<file path="config.mk">
export PLATFORM = sky130hd
export DESIGN_NAME = ama_riscv_fetch
export DESIGN_NICKNAME = d
export VERILOG_FILES = /design/src/rtl/ama_riscv_fetch.sv
export SDC_FILE = /design/constraint.sdc
export NUM_CORES = 1
export LEC_CHECK = 0
export ABC_AREA = 1
export ABC_CLOCK_PERIOD_IN_PS = 5500
export CAP_MARGIN = 20
export CORE_MARGIN = 5
export CORE_UTILIZATION = 48
export DETAILED_ROUTE_END_ITERATION = 6
export PLACE_DENSITY = 0.74
export SLEW_MARGIN = 20
export SYNTH_ARGS = -nofsm -noshare
export SYNTH_HDL_FRONTEND = slang
export SYNTH_SLANG_ARGS = --single-unit
</file>
<file path="constraint.sdc">
create_clock -name clk -period 5.5 [get_ports clk]
set_input_delay 1.1 -clock clk [delete_from_list [all_inputs] [get_ports clk]]
set_output_delay 1.1 -clock clk [all_outputs]
set_load 0.01 [all_outputs]
</file>
<file path="src/rtl/ama_riscv_fetch.sv">
// RISC-V IF stage: owns the PC, issues imem requests over valid/ready, and hands inst/PC pairs to decode.
// Define FETCH_PREFETCH_EN for the 2-deep prefetch variant; the default build is the one-outstanding FSM.
module ama_riscv_fetch #(
  parameter logic [31:0] RESET_VECTOR = 32'h4000_0000,
  parameter logic [31:0] NOP_INST     = 32'h0000_0013
) (
  input  logic        clk,
  input  logic        rst,
  input  logic        pc_we,
  input  logic [1:0]  pc_sel,
  input  logic [31:0] alu_out,
  input  logic        flush_dec,
  output logic        imem_req_valid,
  input  logic        imem_req_ready,
  output logic [31:0] imem_req_addr,
  input  logic        imem_rsp_valid,
  output logic        imem_rsp_ready,
  input  logic [31:0] imem_rsp_data,
  output logic [31:0] inst_dec,
  output logic [31:0] pc_dec,
  output logic        inst_valid_dec
);
  logic        redirect;
  logic [31:0] target;
  logic        unused;

  assign redirect = pc_we & (pc_sel == 2'd1);
  assign target   = {alu_out[31:2], 2'b00};
  assign unused   = &{1'b0, alu_out[1:0]};

`ifdef FETCH_PREFETCH_EN
  logic [1:0]  outs, cnt, dcnt, outs_n, cnt_n, dcnt_n;
  logic        stale, stale_n, acc, rsp, drop_now, push, pop, issue;
  logic        head, tail, head_n, tail_n, req_valid_n;
  logic [31:0] pc, pc_n, pc_base, req_addr, req_addr_n, rsp_pc, rsp_pc_n;
  logic [31:0] fifo_inst [2];
  logic [31:0] fifo_pc   [2];

  assign acc            = imem_req_valid & imem_req_ready;
  assign rsp            = imem_rsp_valid & imem_rsp_ready;
  assign imem_rsp_ready = (outs != 2'd0);
  assign imem_req_addr  = req_addr;
  assign inst_valid_dec = (cnt != 2'd0);
  assign inst_dec       = inst_valid_dec ? fifo_inst[head] : NOP_INST;
  assign pc_dec         = inst_valid_dec ? fifo_pc[head]   : rsp_pc;

  always_comb begin
    drop_now = rsp & (dcnt != 2'd0);
    push     = rsp & ~drop_now & ~redirect;
    pop      = (pc_we | flush_dec) & inst_valid_dec;
    outs_n   = outs + {1'b0, acc} - {1'b0, rsp};
    dcnt_n   = dcnt - {1'b0, drop_now};
    if (acc & stale) dcnt_n = dcnt_n + 2'd1;
    cnt_n    = cnt + {1'b0, push} - {1'b0, pop};
    head_n   = head ^ pop;
    tail_n   = tail ^ push;
    stale_n  = stale & ~acc;
    rsp_pc_n = push ? rsp_pc + 32'd4 : rsp_pc;
    pc_base  = pc;
    // Everything already in flight is off-path; a request still waiting for ready is marked stale.
    if (redirect) begin
      cnt_n    = 2'd0;
      head_n   = 1'b0;
      tail_n   = 1'b0;
      dcnt_n   = outs_n;
      stale_n  = imem_req_valid & ~acc;
      rsp_pc_n = target;
      pc_base  = target;
    end
    issue = 1'b0;
    if (imem_req_valid & ~acc) begin
      req_valid_n = 1'b1;
      req_addr_n  = req_addr;
      pc_n        = pc_base;
    end else begin
      issue       = ({1'b0, outs_n} + {1'b0, cnt_n}) < 3'd2;
      req_valid_n = issue;
      req_addr_n  = issue ? pc_base : req_addr;
      pc_n        = issue ? pc_base + 32'd4 : pc_base;
    end
  end

  always_ff @(posedge clk or posedge rst) begin
    if (rst) begin
      outs <= 2'd0; cnt <= 2'd0; dcnt <= 2'd0; stale <= 1'b0;
      head <= 1'b0; tail <= 1'b0; imem_req_valid <= 1'b0;
      pc <= RESET_VECTOR; req_addr <= RESET_VECTOR; rsp_pc <= RESET_VECTOR;
    end else begin
      outs <= outs_n; cnt <= cnt_n; dcnt <= dcnt_n; stale <= stale_n;
      head <= head_n; tail <= tail_n; imem_req_valid <= req_valid_n;
      pc <= pc_n; req_addr <= req_addr_n; rsp_pc <= rsp_pc_n;
    end
  end

  always_ff @(posedge clk) begin
    if (push) begin
      fifo_inst[tail] <= imem_rsp_data;
      fifo_pc[tail]   <= rsp_pc;
    end
  end
`else
  typedef enum logic [1:0] {S_REQ, S_WAIT, S_HOLD} state_t;
  state_t      state;
  logic [31:0] pc, redir_pend;
  logic        drop, redir;

  assign imem_req_addr = pc;

  always_ff @(posedge clk or posedge rst) begin
    if (rst) begin
      state          <= S_REQ;
      pc             <= RESET_VECTOR;
      redir_pend     <= RESET_VECTOR;
      drop           <= 1'b0;
      redir          <= 1'b0;
      imem_req_valid <= 1'b0;
      imem_rsp_ready <= 1'b0;
      inst_dec       <= NOP_INST;
      pc_dec         <= RESET_VECTOR;
      inst_valid_dec <= 1'b0;
    end else begin
      case (state)
        S_REQ: begin
          if (!imem_req_valid) begin
            imem_req_valid <= 1'b1;
            if (redirect) pc <= target;
          end else begin
            // Address is already exposed and must stay put; remember the target instead.
            if (redirect) begin
              redir      <= 1'b1;
              redir_pend <= target;
            end
            if (imem_req_ready) begin
              imem_req_valid <= 1'b0;
              imem_rsp_ready <= 1'b1;
              drop           <= redir | redirect;
              redir          <= 1'b0;
              state          <= S_WAIT;
            end
          end
        end
        S_WAIT: begin
          if (redirect) begin
            drop       <= 1'b1;
            redir_pend <= target;
          end
          if (imem_rsp_valid) begin
            imem_rsp_ready <= 1'b0;
            drop           <= 1'b0;
            if (drop || redirect) begin
              pc             <= redirect ? target : redir_pend;
              imem_req_valid <= 1'b1;
              state          <= S_REQ;
            end else begin
              inst_dec       <= imem_rsp_data;
              pc_dec         <= pc;
              inst_valid_dec <= 1'b1;
              state          <= S_HOLD;
            end
          end
        end
        S_HOLD: begin
          if (pc_we) begin
            pc             <= redirect ? target : pc + 32'd4;
            inst_dec       <= NOP_INST;
            inst_valid_dec <= 1'b0;
            imem_req_valid <= 1'b1;
            state          <= S_REQ;
          end
        end
        default: state <= S_REQ;
      endcase
      if (flush_dec) begin
        inst_dec       <= NOP_INST;
        inst_valid_dec <= 1'b0;
      end
    end
  end
`endif

`ifndef SYNTHESIS
  rsp_only_when_ready: assert property (@(posedge clk) disable iff (rst)
    imem_rsp_valid |-> imem_rsp_ready);
`endif
endmodule

</file>
# Yosys cells after proc, flatten, opt, wreduce, memory -nomap -nowiden
# Index checks and enable logic that the tools add are counted.
[word_totals]
wordCells = 85
regBits = 135
inputBits = 72
output_inout_bits = 99
[classes]
muxes = 42
eq_ne = 14
add_sub_neg = 1
n_reduce_logical = 15
bitwise_logic = 3
[ops]
columns = ["cell", "count"]
rows = [
  ["32-bit two-way mux", 12],
  ["32-bit case mux with 2 select lines", 2],
  ["32-bit case mux with 3 select lines", 1],
  ["32-bit by 3-bit adder with 32-bit output, second input constant", 1],
  ["4-bit AND reduction", 5],
  ["1-bit two-way mux", 17],
  ["2-bit != test, second input constant", 7],
  ["3-bit != test, second input constant", 4],
  ["2-bit two-way mux", 5],
  ["1-bit case mux with 2 select lines", 3],
  ["2-bit case mux with 3 select lines", 1],
  ["3-bit AND reduction", 2],
  ["6-bit AND reduction", 1],
  ["3-bit nonzero test", 2],
  ["2-bit by 1-bit == test with 1-bit output, second input constant", 2],
  ["2-bit nonzero test", 2],
  ["1-bit case mux with 3 select lines", 1],
  ["2-bit == test, second input constant", 1],
  ["2-bit logical NOT", 1],
  ["2-bit AND reduction", 1],
  ["1-bit AND", 1],
  ["1-bit logical OR", 1],
  ["1-bit NOT", 1],
  ["1-bit bitwise OR", 1],
]

# Logic depth before layout (Yosys ltp)
# Gate-level depths: netlist of the first run.
[logic_depth]
depth_word = 7
ltp_mapped = 15
mapped_depth_nobuf = 13

# Least setup slack after synthesis of the first run
# No wires, ideal clock.
[synth_path]
path_type = "input to register"
start = "in pc_sel[1]"
end = "reg inst_dec[10]"
setup_time_ns = 0.116
path_stages = 12
path_slack_ns = 3.268
path_buffers = 2
t_arrival_ns = 2.116
path_cell_list = "inv_1 -> nand3_2 -> nand2_1 -> o21ai_2 -> a21oi_4 -> inv_2 -> nand2_2 -> inv_2 -> buf_6 -> buf_6 -> nand2_1 -> nand2_1"
[synth_via]
elab_chain_len = 5
[synth_lines]
columns = ["element", "line", "source"]
rows = [
  ["from (decl)", "10", "input logic [1:0] pc_sel,"],
  ["2-bit by 1-bit == test with 1-bit output", "27", "assign redirect = pc_we & (pc_sel == 2'd1);"],
  ["1-bit AND", "27", ""],
  ["1-bit logical OR", "150", "if (drop || redirect) begin"],
  ["3-bit != test (no source line)", "--", ""],
  ["4-bit AND reduction (no source line)", "--", ""],
  ["to (signal assigned)", "155", "inst_dec <= imem_rsp_data;"],
  ["to (decl)", "19", "output logic [31:0] inst_dec,"],
]
# Every way passes these cells.
# A chain may end at the register's enable or synchronous reset.

# Final worst setup path of the first run
[layout_path]
start = "in pc_we"
end = "reg pc[8] (netlist: imem_req_addr[8])"
[layout_via]
elab_chain_len = 5
word_cells_on_any_way = 12
cone_classes = "eq/ne: 3; mux: 6; bitwise: 1; reduce/logical: 2"
[layout_lines]
columns = ["element", "line", "source"]
rows = [
  ["from (decl)", "9", "input logic pc_we,"],
  ["1-bit AND", "27", ""],
  ["32-bit two-way mux", "--", ""],
  ["32-bit two-way mux", "150", ""],
  ["32-bit two-way mux", "147", "if (imem_rsp_valid) begin"],
  ["32-bit case mux with 3 select lines", "122", "case (state)"],
  ["to (signal assigned)", "126", "if (redirect) pc <= target;"],
  ["to (signal assigned)", "151", "pc <= redirect ? target : redir_pend;"],
  ["to (signal assigned)", "164", "pc <= redirect ? target : pc + 32'd4;"],
  ["to (decl)", "104", "logic [31:0] pc, redir_pend;"],
]
# Parallel ways exist; a longest one is shown, timed or not. The select of a mux whose other input is x is not followed.

==> flow_metrics.env, run 1 <==
export IMPL_status="completed"
export IMPL_p_leak_nw=4.52
export IMPL_synth_edff_count=0
export IMPL_synth_top_family_by_area="simple AND/OR/NAND/NOR gates"
export IMPL_finalHoldViolCount=0
export IMPL_rsz0062_at_grt="no"
export IMPL_vias_per_cell=5.18
export IMPL_h_tree_depth=4
export IMPL_layout_drive_gt1_share_pct=5.43
export IMPL_grt_pass1_vias=6490
export IMPL_final_max_slew_viol_count=0
export IMPL_vias=6861
export IMPL_die_area_um2=17300
export IMPL_cts_tree="built"
export IMPL_pin_count=171
export IMPL_dieHeight_um=131
export IMPL_synth_compound_area_share_pct=12.4
export IMPL_slowest_stage="nor2_2"
export IMPL_postCtsSetupBuffers=0
export IMPL_arrival_ns=3.93
export IMPL_ctsResizeCount=0
export IMPL_numCtsBuffers=17
export IMPL_dp_hpwl_um=13800
export IMPL_post_route_period_util_pct=65.4
export IMPL_num_rows=44
export IMPL_yosysSeqAreaShare_pct=47.8
export IMPL_fin_skew_ns=0.00761
export IMPL_antenna_cells=0
export IMPL_regArea_um2=3390
export IMPL_place_congestion=0.912
export IMPL_clock_latency_ns=0.42
export IMPL_syn_area_um2=7080
export IMPL_portBuffers=168
export IMPL_syn_area_per_cell_um2=7.23
export IMPL_startpoint_type="primary input"
export IMPL_criticalPathCategory="in2reg"
export IMPL_antenna_found_initial=0
export IMPL_crit_chain="clkdlybuf4s50_1, nand3_2, buf_4, nand2_1, nand2_1, nor2_2, inv_2, a21oi_1, nand2_1, o21ai_0"
export IMPL_synthMuxAreaShare_pct=0.318
export IMPL_period_needed_ns=3.60
export IMPL_cts_hold_buf=0
export IMPL_first_iter_violations=656
export IMPL_path_common_cell="nand2_1"
export IMPL_synthXorXnorAreaFrac_pct=0.371
export IMPL_cp_top_family="buffers and inverters"
export IMPL_synthAdderAreaFrac_pct=0.883
export IMPL_start_util_pct=48.9
export IMPL_placed_cells=1293
export IMPL_ys_warn_count=0
export IMPL_whs_ns=0.469
export IMPL_clk_path_buf_depth=2
export IMPL_cp_buffers_inverters=3
export IMPL_yosys_register_bits=135
export IMPL_ant_nets=0
export IMPL_ys_types=32
export IMPL_hold_path_class="reg2reg"
export IMPL_relSlewSlack_pct=46.1
export IMPL_grt_max_degree=83
export IMPL_gr_total_overflow=0
export IMPL_cp_end_kind="register"
export IMPL_max_freq_mhz=278
export IMPL_clk_pin_slew_ns=0.05
export IMPL_drc_errors=0
export IMPL_syn_nets=1057
export IMPL_max_cap_violations=0
export IMPL_fillCellCount=1275
export IMPL_grt_pass1_wl_um=32600
export IMPL_track_usage_pct=23.0
export IMPL_synth_ff_type="dfrtp_1"
export IMPL_wl_um=20100
export IMPL_ys_async_sr_fraction_pct=100
export IMPL_cts_sinks=135
export IMPL_multi_input_area_um2=3100
export IMPL_setup_tns_ns=0
export IMPL_syn_instance_count=980
export IMPL_worst_slew_pin_transition_ns=0.808
export IMPL_layout_cells_non_filler=1325
export IMPL_power_density_nw_per_um2=550
export IMPL_nets=1205
export IMPL_crit_fanout=52
export IMPL_worstPathRequired_ns=5.84
export IMPL_synth_simple_gate_area_share_pct=29.8
export IMPL_slowest_delay_ns=0.63
export IMPL_die_w_um=131
export IMPL_core_area_um2=14500
export IMPL_setup_violations=0
export IMPL_max_vdd_ir_drop_mv=0.260
export IMPL_area_growth_pct=34.0
export IMPL_detail_route_first_pass_iterations=5
export IMPL_post_drt_wl_per_cell_um=15.1
export IMPL_cts_root_buf="clkbuf_16"
final cells by class:
class | count | share of cell area [%]
sequential | 135 | 35.7
multi-input combinational | 700 | 32.7
timing repair buffer | 173 | 18.2
clock buffer | 25 | 5.43
inverter | 101 | 4.07
tap | 184 | 2.43
clock inverter | 7 | 1.45
cell families after synthesis:
family / count (synthesis)
DFF: 135
muxes: 2
AOI/OAI and AO/OA: 154
buffers and inverters: 145
xor gates and xnor gates: 3
adders and majority gates: 5
and+or+nand+nor: 536
cell usage in the layout (no fill, tap or decap), types with 5 or more instances in the layout:
cell type / count
o31ai_1: 13
inv_2: 7
dfstp_2: 6
a21oi_1: 30
inv_1: 92
nor2_1: 137
clkbuf_8: 6
clkdlybuf4s50_1: 168
o211ai_1: 11
clkbuf_16: 17
nand3_1: 53
ha_1: 5
o21ai_1: 5
o21ai_0: 81
dfrtp_1: 129
nand2_1: 334
worst min-delay path, cell delays in order, from the launching register on:
cell and delay (ns):
dfrtp_1 0.34, nand2_1 0.05, nand2_1 0.05
state kept, by name, indices dropped and copies added (netlist names):
name,count
drop,1
inst_valid_dec,1
imem_req_addr,32
imem_rsp_ready,1
inst_dec,32
pc_dec,32
imem_req_valid,1
redir,1
state,2
redir_pend,32
where the power goes:
group	switching [mW]	total [mW]	internal, mW
sequential	0.337	1.76	1.42
clock	0.409	1.24	0.830
combinational	1.24	2.23	0.988
cell usage after synthesis (3+ instances only):
cell        n  area share (%)
clkbuf_1   19             1.0
o21ai_1     5            0.35
buf_1       4            0.21
nor2_1    137             7.3
ha_1        5            0.88
inv_2       7            0.37
inv_1      93             4.9
a21oi_1    30             2.1
o22ai_1     4            0.35
o21ai_0    81             5.7
o211ai_1   11             1.2
and2_1      3            0.26
buf_2      15             1.1
buf_4       3            0.32
buf_6       3            0.48
dfstp_2     6             2.2
dfrtp_1   129              46
o22a_1      3            0.37
nand2_1   334              18
xor2_1      3            0.37
nor2_2      3            0.26
o31ai_1    13             1.4
nand3_1    54             3.8
final timing paths:
check                         startpoint          endpoint  slack (ns)  cells past startpoint
min in group asynchronous            rst    redir_pend[26]        1.20                      2
setup reg to reg                state[1]  imem_req_addr[8]        2.08                     11
setup / recovery                   pc_we  imem_req_addr[8]        1.90                     10
hold / removal             redir_pend[2]     redir_pend[2]        0.47                      2
hold reg to reg            redir_pend[2]     redir_pend[2]        0.47                      2
max in group asynchronous            rst  imem_req_addr[9]        3.53                      3
per-stage QoR:
step	instance area (um2)	setup WS [ns]	util (%)	total power [mW]
floorplan	7080	0.799	-	3.01
global placement	8830	1.54	61.0	3.95
detailed placement	8830	1.54	61.0	3.98
CTS	9490	1.95	65.5	5.25
global route	9490	1.66	65.5	5.60
finish	9490	1.90	65.5	5.22
per-layer routing:
layer / vias up / global-route usage (%) / part of all wire, %
met2: 305 / 34.9 / 45
met4: 0 / 8.51 / 2.0
met3: 36 / 8.18 / 11
met1: 3131 / 30.7 / 42
li1: 3389 / - / -
met5: - / 0 / 0
Power figures use the tool's default switching activity.
==> run 2, diff against run 1 <==
ABC_CLOCK_PERIOD_IN_PS = 3800   (was 5500)
clock period = 3.8 ns   (was 5.5 ns; I/O delays follow)
==> flow_metrics.env, run 2 (same netlist as run 1, synthesis figures left out) <==
export IMPL_status="completed"
export IMPL_grt_pass1_wl_um=33000
export IMPL_dieHeight_um=131
export IMPL_cp_top_family="buffers and inverters"
export IMPL_power_mw=7.49
export IMPL_max_cap_violations=0
export IMPL_ctsResizeCount=0
export IMPL_area_growth_pct=34.3
export IMPL_num_rows=44
export IMPL_clock_latency_ns=0.42
export IMPL_top_layer_used="met4"
export IMPL_clk_path_buf_depth=2
export IMPL_startpoint_type="register"
export IMPL_crit_chain="inv_1, ha_1, buf_4, inv_1, nor2_1, inv_1, a21oi_1, nand2_1, o21ai_0"
export IMPL_post_drt_wl_per_cell_um=15.3
export IMPL_postCtsSetupBuffers=0
export IMPL_cts_hold_buf=0
export IMPL_dp_hpwl_um=14500
export IMPL_pin_count=171
export IMPL_portBuffers=168
export IMPL_regArea_um2=3390
export IMPL_worst_slew_pin_transition_ns=0.714
export IMPL_arrival_ns=3.05
export IMPL_gr_total_overflow=0
export IMPL_power_switching_mw=2.91
export IMPL_pre_cts_ws_ns=0.900
export IMPL_finalHoldViolCount=0
export IMPL_cp_buffers_inverters=4
export IMPL_die_w_um=131
export IMPL_final_common_cell="nand2_1"
export IMPL_met3WireLength_um=2050
export IMPL_setup_ws_ns=1.09
export IMPL_setup_tns_ns=0
export IMPL_h_tree_depth=4
export IMPL_cts_sinks=135
export IMPL_relSlewSlack_pct=52.3
export IMPL_final_core_util_pct=65.7
export IMPL_drc_errors=0
export IMPL_cts_root_buf="clkbuf_16"
export IMPL_crit_fanout=43
export IMPL_die_area_um2=17300
export IMPL_route_met2_wl_um=9120
export IMPL_worstPathRequired_ns=4.14
export IMPL_post_route_period_util_pct=71.4
export IMPL_criticalPathCategory="reg2reg"
export IMPL_path_common_cell="inv_1"
export IMPL_vias_per_cell=5.09
export IMPL_hold_path_class="reg2reg"
export IMPL_period_needed_ns=2.71
export IMPL_final_max_slew_viol_count=0
export IMPL_power_share_sequential_pct=34.1
export IMPL_antenna_found_initial=0
export IMPL_slowest_delay_ns=0.62
export IMPL_placed_cell_area_um2=8910
export IMPL_nets=1213
export IMPL_switching_share_pct=38.8
export IMPL_track_usage_pct=23.3
export IMPL_first_iter_violations=593
export IMPL_cts_tree="built"
export IMPL_layout_drive_gt1_share_pct=5.92
export IMPL_clk_pin_slew_ns=0.06
export IMPL_grt_max_degree=61
export IMPL_core_area_um2=14500
export IMPL_rsz0062_at_grt="no"
export IMPL_stdcell_area_um2=9510
export IMPL_cp_end_kind="register"
export IMPL_layout_common_cells="nand2_1 (334), clkdlybuf4s50_1 (168), nor2_1 (137)"
export IMPL_r2r_slack_ns=1.09
export IMPL_antenna_cells=0
export IMPL_numCtsBuffers=17
export IMPL_grt_pass1_vias=6619
export IMPL_setup_violations=0
export IMPL_max_freq_mhz=368
export IMPL_fin_skew_ns=0.00626
export IMPL_place_congestion=0.896
export IMPL_vias=6791
export IMPL_drt_met1_wl_um=8740
export IMPL_ant_nets=0
export IMPL_fillCellCount=1281
export IMPL_p_leak_nw=4.53
export IMPL_combPwrFrac_pct=43.5
export IMPL_power_density_nw_per_um2=788
export IMPL_detail_route_first_pass_iterations=5
export IMPL_max_vdd_ir_drop_mv=0.364
export IMPL_multi_input_area_um2=3100
export IMPL_wl_um=20300
export IMPL_slowest_stage="nor2_1"
export IMPL_start_util_pct=48.9
export IMPL_internal_power_mw=4.58
export IMPL_clkPwrFrac_pct=22.4
==> run 2: cell types whose count changed in the layout (fill, tap and decap cells not counted), sizes merged <==
cell / previous run / this run
clkbuf: 25 / 24
bufinv: 4 / 3
buf: 5 / 13
inv: 101 / 100
clkinv: 2 / 3
clkinvlp: 1 / 3
==> run 2: path summary, 6_finish.rpt <==
| check | startpoint | end | cells after the start |
|---|---|---|---|
| worst min register to register | redir_pend[6] | redir_pend[6] | 2 |
| worst max register to register | state[0] | imem_req_addr[8] | 9 |
| max in group asynchronous | rst | inst_dec[4] | 3 |
| worst max-delay path | state[0] | imem_req_addr[8] | 9 |
| worst min-delay path | redir_pend[6] | redir_pend[6] | 2 |
| min in group asynchronous | rst | inst_dec[16] | 2 |
==> run 2: routing by layer <==
metal,GRT usage (%),up-vias
met3,7.99,33
met1,30.7,3051
met2,36.1,297
met5,0,-
met4,8.00,0
li1,-,3410
==> run 2: power by group through the flow <==
stage / clock [mW] / sequential (mW) / combinational [mW]
finish: 1.68 / 2.55 / 3.26
global route: 1.78 / 2.63 / 3.64
CTS: 1.70 / 2.55 / 3.28
detailed placement: 0 / 2.56 / 3.25
global placement: 0 / 2.54 / 3.20
floorplan: 0 / 2.64 / 1.72
==> run 2: through the flow <==
stage / instances / hold slack (ns)
2_1_floorplan: 980 / 0.437
3_3_place_gp: 1301 / 0.451
3_5_place_dp: 1301 / 0.454
4_1_cts: 1333 / 0.469
5_1_grt: 1333 / 0.484
6_report: 1333 / 0.471
==> run 2: cell type report <==
class | count | share of cell area (%)
sequential | 135 | 35.6
multi-input combinational | 700 | 32.6
timing repair buffer | 181 | 19.0
clock buffer | 24 | 5.07
inverter | 101 | 4.05
tap | 184 | 2.42
clock inverter | 8 | 1.26
==> run 2: worst reg2reg max path, cell delays in order, from the launching register on <==
cell	delay, ns
dfrtp_1	0.38
inv_1	0.09
ha_1	0.29
buf_4	0.41
inv_1	0.37
nor2_1	0.62
inv_1	0.13
a21oi_1	0.17
nand2_1	0.09
o21ai_0	0.08
